--- src/rtl/pipe_reg_chain.sv ---
// pipe_reg_chain
//   Multi-stage register pipeline with valid/ready flow control, bubble
//   collapsing and a synchronous flush. It retimes long datapaths without
//   dropping samples under backpressure.
//
// Parameters
//   WIDTH      data bits per stage (>=1)
//   DEPTH      number of register stages (>=1)
//   RESET_VAL  value loaded into every data register on reset
//
// Ports
//   clk        clock, all state updates on posedge
//   reset      synchronous, active-high; overrides flush and handshakes
//   flush      synchronous drop of all in-flight data
//   in_valid   upstream data valid
//   in_ready   chain can accept in_data this cycle
//   in_data    upstream data
//   out_valid  last stage holds valid data (register output)
//   out_ready  downstream accepts out_data this cycle
//   out_data   last-stage data register
//   occupancy  registered valid-stage count (only with PIPE_REG_OCC_EN)
//
// Build option
//   PIPE_REG_OCC_EN  adds the occupancy port and its counter.

module pipe_reg_chain #(
  parameter int unsigned      WIDTH     = 16,
  parameter int unsigned      DEPTH     = 3,
  parameter logic [WIDTH-1:0] RESET_VAL = '0
) (
  input  logic                       clk,
  input  logic                       reset,
  input  logic                       flush,
  input  logic                       in_valid,
  output logic                       in_ready,
  input  logic [WIDTH-1:0]           in_data,
  output logic                       out_valid,
  input  logic                       out_ready,
  output logic [WIDTH-1:0]           out_data
`ifdef PIPE_REG_OCC_EN
  ,
  output logic [$clog2(DEPTH+1)-1:0] occupancy
`endif
);

  logic [DEPTH-1:0] v;
  logic [WIDTH-1:0] d [DEPTH];

  logic [DEPTH-1:0] rdy;
  logic [DEPTH-1:0] up_v;
  logic [WIDTH-1:0] up_d [DEPTH];

  // Ready chain evaluated top-down with a running "blocked" term:
  // stage i is blocked only when it and every stage after it are valid
  // and the output is stalled. Equivalent to rdy[i] = !v[i] || rdy[i+1]
  // but free of a self-referencing vector.
  always_comb begin
    logic blocked;
    blocked = !out_ready;
    rdy     = '0;
    for (int unsigned k = 0; k < DEPTH; k++) begin
      blocked              = blocked && v[DEPTH-1-k];
      rdy[DEPTH-1-k]       = !blocked;
    end
  end

  // Upstream source of every stage.
  always_comb begin
    up_v    = '0;
    up_v[0] = in_valid && !flush;
    up_d[0] = in_data;
    for (int unsigned i = 1; i < DEPTH; i++) begin
      up_v[i] = v[i-1];
      up_d[i] = d[i-1];
    end
  end

  always_ff @(posedge clk) begin
    if (reset) begin
      v <= '0;
      for (int unsigned i = 0; i < DEPTH; i++) begin
        d[i] <= RESET_VAL;
      end
    end else if (flush) begin
      // Data registers are intentionally left untouched on flush.
      v <= '0;
    end else begin
      for (int unsigned i = 0; i < DEPTH; i++) begin
        if (rdy[i]) begin
          v[i] <= up_v[i];
          if (up_v[i]) begin
            d[i] <= up_d[i];
          end
        end
      end
    end
  end

  assign in_ready  = rdy[0] && !flush;
  assign out_valid = v[DEPTH-1];
  assign out_data  = d[DEPTH-1];

`ifdef PIPE_REG_OCC_EN
  localparam int unsigned OCCW = $clog2(DEPTH+1);

  logic in_acc;
  logic out_acc;

  assign in_acc  = in_valid && in_ready;
  assign out_acc = out_valid && out_ready;

  always_ff @(posedge clk) begin
    if (reset || flush) begin
      occupancy <= '0;
    end else if (in_acc && !out_acc) begin
      occupancy <= occupancy + OCCW'(1);
    end else if (out_acc && !in_acc) begin
      occupancy <= occupancy - OCCW'(1);
    end
  end
`endif

endmodule

--- config.mk ---
export PLATFORM = sky130hd
export DESIGN_NAME = pipe_reg_chain
export DESIGN_NICKNAME = d
export VERILOG_FILES = /design/src/rtl/pipe_reg_chain.sv
export SDC_FILE = /design/constraint.sdc
export NUM_CORES = 1
export LEC_CHECK = 0
export ABC_AREA = 0
export CORE_UTILIZATION = 48
export CTS_BUF_LIST = sky130_fd_sc_hd__clkbuf_4 sky130_fd_sc_hd__clkbuf_8
export CTS_CLUSTER_SIZE = 30
export DETAILED_ROUTE_END_ITERATION = 16
export PLACE_DENSITY = 0.77
export RECOVER_POWER = 100
export REMOVE_ABC_BUFFERS = 1
export SYNTH_ARGS = -nofsm -noshare
export SYNTH_HDL_FRONTEND = slang
export SYNTH_SLANG_ARGS = --single-unit
--- constraint.sdc ---
create_clock -name clk -period 1.5 [get_ports clk]
set_input_delay 0.3 -clock clk [delete_from_list [all_inputs] [get_ports clk]]
set_output_delay 0.3 -clock clk [all_outputs]
set_load 0.05 [all_outputs]
======== After elaboration in Yosys (flattened, before gate mapping) ========
Memories as Yosys holds them, arrays and structs flattened.
Index checks and enable logic that the tools add are counted.
cells by class
  muxes and demuxes ....................... 20
  bitwise operators ....................... 3
  reductions and logical operators ........ 9
operator list
  cell               number
  $mux 16            3
  $mux 1             17
  $logic_and 1x1->1  5
  $logic_not 1->1    3
  $or 1x1->1         3
  $reduce_or 2->1    1
storage, ports and cells
  register bits after elaboration ......... 3
  RAM bits ................................ 48
  bits of input ports ..................... 21
  output and inout bits ................... 18
  logic and storage cells ................. 36
  memories kept ........................... 1
memory list
  name  depth  width  rd ports  clocked after memory_dff  write ports  line  source
  d     3      16     3         0                         3            47    logic [WIDTH-1:0] d [DEPTH];

======== Depth between registers and ports, before layout ========
Gate-level depths: netlist (run 1).
  depth in word-level cells ............... 9
  mapped depth ............................ 5
  mapped depth without buffers ............ 3

======== Worst setup path after synthesis (run 1) ========
Ideal clock, no wire load.
  path type ............................... register to register
  from .................................... register v[2]
  to ...................................... memory d[0][0] (enable)
  setup time .............................. 0.367 ns
  arrival ................................. 1.616 ns
  required time ........................... 1.133 ns
  path slack .............................. -0.483 ns
  cell stages (with the launch flop) ...... 4
  buffers on the path ..................... 0
  period minus slack after synthesis ...... 1.983 ns
  cells stage by stage .................... dfxtp_1 -> nand4b_1 -> and2_1 -> a21o_1
RTL lines
  what                              line  source
  start: declaration                46    logic [DEPTH-1:0] v;
  start signal: indexed assignment  90    v[i] <= up_v[i];
  end: declaration                  47

==> results of run 1 <==
worst max-delay path, cell delays in order:
cell             delay, ps
clkdlybuf4s50_1        530
nor2_1                 110
a32oi_4                250
buf_4                  190
buf_6                  150
nor2b_1                 60
synth_stat cells, drive strengths merged (2+ instances only):
cell type | instances | share of area, %
nor2b | 49 | 15
edfxtp | 48 | 69
buf | 21 | 7.7
dfxtp | 3 | 2.9
inv | 2 | 0.36
cell type report:
| type | count | area (µm²) | area share (%) |
|---|---|---|---|
| Timing Repair Buffer | 57 | 475.5 | 18.38 |
| Tap cell | 50 | 62.56 | 2.418 |
| Sequential cell | 51 | 1510 | 58.37 |
| Multi-Input combinational cell | 64 | 434.2 | 16.78 |
| Clock inverter | 3 | 28.78 | 1.112 |
| Inverter | 2 | 7.507 | 0.2901 |
| Clock buffer | 5 | 68.82 | 2.660 |
flip-flops by register name, summed over array words and instances, names as in the netlist:
register,count
v,3
d,48
cells by family after synthesis:
group                  count (synthesis)  share of synthesized area, %
flip-flops                            51                         72.29
buffers and inverters                 23                         8.072
AND/OR/NAND/NOR                       57                         17.11
AO/OA/AOI/OAI                          7                         2.531
layer usage:
metal,vias up,wire [µm],GRT usage [%]
met4,0,112,9.375
met2,32,1614,20.92
met1,521,1267,15.64
met3,7,146,3.547
li1,546,-,-
met5,-,0,0
power by group:
part	total [µW]	internal [µW]	leakage, µW	switching, µW
logic	314	135	0.000389	179
clock network	815	345	0.0000502	469
registers	1660	1640	0.000528	17.9
timing repair:
item                                    CTS  global route
gates cloned                              0             2
gates resized for setup                   9            11
hold endpoints to repair                  0             0
endpoints found under the setup margin   42            48
pin swaps                                 2             1
setup buffers                             4             2
worst paths after layout:
| path | slack [ps] | startpoint | end | depth (start not counted) |
|---|---|---|---|---|
| setup / recovery | -9 | reset | d[0][16]$_SDFFCE_PN0P_ | 6 |
| hold / removal | 410 | flush | v[1]$_SDFFE_PP0N_ | 2 |
| setup reg to reg | 20 | v[1]$_SDFFE_PP0N_ | d[0][16]$_SDFFCE_PN0P_ | 5 |
| hold reg to reg | 540 | d[0][12]$_SDFFCE_PN0P_ | d[0][28]$_SDFFCE_PN0P_ | 1 |
cells in the final DEF, fill, tap and decap left out, drive strengths merged:
cell type,count
nand3b,1
a21boi,1
nor2,1
clkdlybuf4s50,18
buf,18
clkbuf,24
and2,1
a32oi,1
nand2,1
nor2b,49
nand4b,1
dfxtp,3
o21bai,1
a31o,1
o21a,1
clkinv,2
a21o,1
nor3b,1
dlygate4sd2,2
inv,3
edfxtp,48
or2,1
a21oi,1
nor3,1
metrics by stage:
stage	hold WS [ps]	area, µm²	util [%]	total power, µW
after floorplan	376.8	1917	-	1857
after global placement	514.4	2663	65.16	2058
after detailed placement	522.2	2663	65.16	2073
after CTS	368.5	2795	68.40	2862
after global routing	411.6	2587	63.32	2876
final	409.0	2587	63.32	2784
==> summary.md, run 1 <==
| Metric | Value |
|---|---|
| Status | complete, but fails checks |
| Violated checks | negative setup slack |
| #FFs+latches synth | 51 |
| First-pass DRT Iterations | 4 |
| Max Clock Freq | 662.9 MHz |
| Skew final | 3.032 ps |
| Leak pwr | 0.0009676 µW |
| Total CTS buffers | 5 |
| DR vias | 1,106 |
| Synth Cell Area | 0.002077 mm² |
| Overall Global Routing Usage | 13.26% |
| Kind of critical path | in -> reg |
| DR iter-0 viols | 36 |
| Die width | 67.78 µm |
| Largest net degree at the start of global routing | 25 |
| PwrDens | 1076 mW/mm² |
| Die area | 0.004594 mm² |
| Final Hold Viols | 0 |
| Fin crit period | 1509 ps |
| Setup violations, final | 3 |
| Cts hold-fix bufs | 0 |
| Finished Layout Cells | 232 |
| Crit path DAT | 1580 ps |
| P&R area growth vs syn | 24.58% |
| Core area | 0.004086 mm² |
| Hold Path Class | in -> reg |
| Sequential area share after synthesis | 72.29% |
| Rel. slew slack | 77.26% |
| Netlist cell types | 22 |
| Startpoint types | primary input |
| H-Tree Level Count | 2 |
| Slew Viols, Final | 0 |
| Fill cell count | 284 |
| Number of max-cap violations | 0 |
| HPWL after DPL | 2013 µm |
| CTS Buffer Depth | 2 |
| Worst VDD drop | 0.5568 mV |
| Share of layout cells above drive strength 1 | 28.57% |
| Num Clock Sinks | 51 |
| Placed cells | 217 |
| Initial Util | 50.83% |
| Mapped Avg Cell Area | 15.05 µm² |
| Routed WL | 3141 µm |
| ANT nets after route | 0 |
| Worst path required time | 1570 ps |
| Slew of the pin with the lowest slew margin | 341.1 ps |
| # nets final | 202 |
| Place WS | -438.1 ps |
| Antenna cells | 0 |
| Via density per instance | 4.767 |
| Synth Instances | 138 |
| IO Count | 39 |
| Initial antenna violation count | 0 |
| Max Fanout on Critical Path | 12 |
| Yosys Warn Count | 0 |
| DRC | 0 |
| Grt ovf | 0 |
| Vias in the first global route | 924 |
| Final setup TNS | -13.83 ps |
| Async set-or-reset flop fraction in the synthesized netlist | 0% |
| Skew-Pair Late Insertion Delay | 310 ps |
| Gpl congestion | 0.8718 |
| Global-route wire length before repair | 4222 µm |
| TritonCTS clock tree | yes |
| Reg clk slew, reported paths | 90 ps |
| Worst setup margin | -8.584 ps |
| Routed wire length per instance | 13.54 µm |
| Most used DFF post-synth | edfxtp_1 |
| Port bufs | 38 |
| Post-synth EDFFs | 48 |
| Root Buffer | clkbuf_8 |
| Die Y | 67.78 µm |
| CP endpoint kind | flip-flop |
| Fin crit share | 100.6% |
| Rows | 23 |
Power figures use the tool's default switching activity.
==> inputs of run 2 (changes only) <==
==> constraint.sdc (replaced) <==
create_clock -name clk -period 1.5 [get_ports clk]
set_input_delay 0.3 -clock clk [delete_from_list [all_inputs] [get_ports clk]]
set_output_delay 0.3 -clock clk [all_outputs]
set_load 0.005 [all_outputs]
==> summary.md, run 2 (synthesized netlist as in run 1, its figures left out) <==
| Metric | Value |
|---|---|
| Die width | 67.78 µm (unchanged) |
| Final Util | 63.59% (+0.28 points) |
| Final Hold Viols | 0 (unchanged) |
| Antenna cells | 0 (unchanged) |
| Most common cell after layout, fill and taps aside | nor2b_1 |
| # nets final | 197 (-2.5%) |
| HPWL after DPL | 1834 µm (-8.9%) |
| Fin crit share | 99.97% (-0.61 points) |
| Skew final | 4.568 ps (+1.535 ps) |
| WP buf/inv | 2 (-1) |
| Routed WL | 2355 µm (-25%) |
| Vias in the first global route | 912 (-1.3%) |
| Reg clk slew, reported paths | 80 ps (about the same) |
| Crit path from | v[1]$_SDFFE_PP0N_ |
| Via density per instance | 4.573 (-4.1%) |
| Port bufs | 38 (unchanged) |
| Slew Viols, Final | 0 (unchanged) |
| Crit-path cells | buf_6, or2_1, a32oi_2, buf_6, nor2b_1 |
| Hold path start | flush |
| Hold Path Class | in -> reg |
| Rel. slew slack | 82.39% (+5.1 points) |
| Die Y | 67.78 µm (unchanged) |
| Reg with most FFs | d |
| DR iter-0 viols | 16 (-56%) |
| CP dominant cell by count | buf_6 |
| Reg2Reg Setup Slack | 0.5 ps (-20 ps) |
| Die area | 0.004594 mm² (unchanged) |
| Slew of the pin with the lowest slew margin | 263.6 ps (-77.50 ps) |
| Hold-critical path depth | 2 (unchanged) |
| DRC | 0 (unchanged) |
| Gpl congestion | 0.8724 (about the same) |
| CTS Buffer Depth | 2 (unchanged) |
| Num Clock Sinks | 51 (unchanged) |
| ANT nets after route | 0 (unchanged) |
| Number of max-cap violations | 0 (unchanged) |
| Placed cells | 217 (unchanged) |
| Crit-path slowest cell | dfxtp_4 |
| Final setup TNS | 0 ps (+13.83 ps) |
| Rows | 23 (unchanged) |
| CP endpoint kind | flip-flop |
| Worst VDD drop | 0.6030 mV (+8.3%) |
| Max incr delay on CP | 350 ps (-180 ps) |
| Overall Global Routing Usage | 12.33% (-0.93 points) |
| Worst Reg-to-Reg Cells | 5 (unchanged) |
| TritonCTS clock tree | yes |
| Grt ovf | 0 (unchanged) |
| Critical path's top delay family | flip-flops |
| Initial Util | 50.83% (unchanged) |
| Root Buffer | clkbuf_8 |
| R2r endpoint | d[0][38]$_SDFFCE_PN0P_ |
| Max Clock Freq | 666.9 MHz (+0.61%) |
| Setup violations, final | 0 (-3) |
| Leak pwr | 0.0009220 µW (-4.7%) |
| Max Fanout on Critical Path | 24 (+12) |
| DR vias | 1,038 (-6.1%) |
| H-Tree Level Count | 2 (unchanged) |
| Initial antenna violation count | 0 (unchanged) |
| Worst path required time | 1560 ps (about the same) |
| Routed wire length per instance | 10.37 µm (-23%) |
| RSZ-0062 raised after global routing | yes |
| PwrDens | 1077 mW/mm² (about the same) |
| Fin crit period | 1500 ps (-9.077 ps) |
| Cts hold-fix bufs | 0 (unchanged) |
| Skew-Pair Late Insertion Delay | 300 ps (about the same) |
| IO Count | 39 (unchanged) |
| Commonest cells after routing, fill and taps aside | nor2b_1 (49), edfxtp_1 (48), clkdlybuf4s50_1 (32) |
| Share of layout cells above drive strength 1 | 15.82% (-13 points) |
| Kind of critical path | reg -> reg |
| Largest net degree at the start of global routing | 25 (unchanged) |
| WHS Endpoint | v[1]$_SDFFE_PP0N_ |
| Core area | 0.004086 mm² (unchanged) |
| Startpoint types | flip-flop |
| First-pass DRT Iterations | 3 (-1) |
| Fill cell count | 292 (+2.8%) |
| Total CTS buffers | 5 (unchanged) |
| P&R area growth vs syn | 25.12% |
| Max FFs per register | 48 (unchanged) |
| Biggest regs | d x48, v x3 |
| Global-route wire length before repair | 3912 µm (-7.3%) |
| Finished Layout Cells | 227 (-2.2%) |
| Status | completed |
| Crit path DAT | 1560 ps (-20 ps) |
| Worst r2r src | v[1]$_SDFFE_PP0N_ |
-- run 2: changes by cell type in the layout (fill, tap and decap cells not counted), sizes merged --
| cell | before | now |
|---|---|---|
| buf | 18 | 11 |
| clkinvlp | 0 | 1 |
| clkinv | 2 | 0 |
| bufinv | 0 | 1 |
| clkdlybuf4s25 | 0 | 2 |
| dlygate4sd3 | 0 | 1 |
| clkdlybuf4s50 | 18 | 32 |
| clkbuf | 24 | 9 |
-- run 2: worst max-delay path by stage --
stage	endpoint	cells past startpoint
6_report	d[0][38]$_SDFFCE_PN0P_	5
5_1_grt	d[0][23]$_SDFFCE_PN0P_	5
4_1_cts	d[0][17]$_SDFFCE_PN0P_	5
3_5_place_dp	in_ready	4
3_3_place_gp	in_ready	4
2_1_floorplan	d[0][0]$_SDFFCE_PN0P_	3
-- run 2: cell type report --
cell class                 instances  area, µm²  share of cell area [%]
inverter                           2      7.507                  0.2889
timing repair buffer              52      488.0                   18.78
sequential                        51       1508                   58.02
multi-input combinational         64      417.9                   16.08
tap                               50      62.56                   2.407
clock buffer                       5      68.82                   2.648
clock inverter                     3      46.29                   1.781
-- run 2: what timing repair did --
action / 4_1_cts / 5_1_grt
setup endpoints to repair: 42 / 51
pin swaps: 2 / 0
resized for setup: 13 / 3
buffers inserted: 2 / 0
-- run 2: where the power goes --
group          internal [µW]  switching (µW)  total, µW  leakage [µW]
sequential              1640            17.7       1660      0.000528
combinational            137            81.9        219      0.000339
clock                    502             422        924     0.0000548
-- run 2: through the flow --
step	worst slack [ps]	power, µW	hold slack (ps)	instance area, µm²
2_1_floorplan	-1300	1773	376.8	1917
3_3_place_gp	-388.6	1912	515.5	2482
3_5_place_dp	-466.2	1924	524.3	2482
4_1_cts	3.776	2840	347.2	2621
5_1_grt	-74.27	2913	366.6	2599
6_report	0.4922	2799	356.0	2599
-- run 2: worst register-to-register path, stage by stage, from the launching register on --
cell,delay (ps)
dfxtp_4,350
buf_6,110
or2_1,210
a32oi_2,280
buf_6,230
nor2b_1,70
-- run 2: routing by layer --
layer | global-route usage (%) | vias up | part of all wire, %
met5 | 0 | - | 0
met4 | 9.115 | 0 | 3.0
met3 | 4.392 | 8 | 5.4
met2 | 20.05 | 31 | 50
met1 | 13.11 | 466 | 41
li1 | - | 533 | -
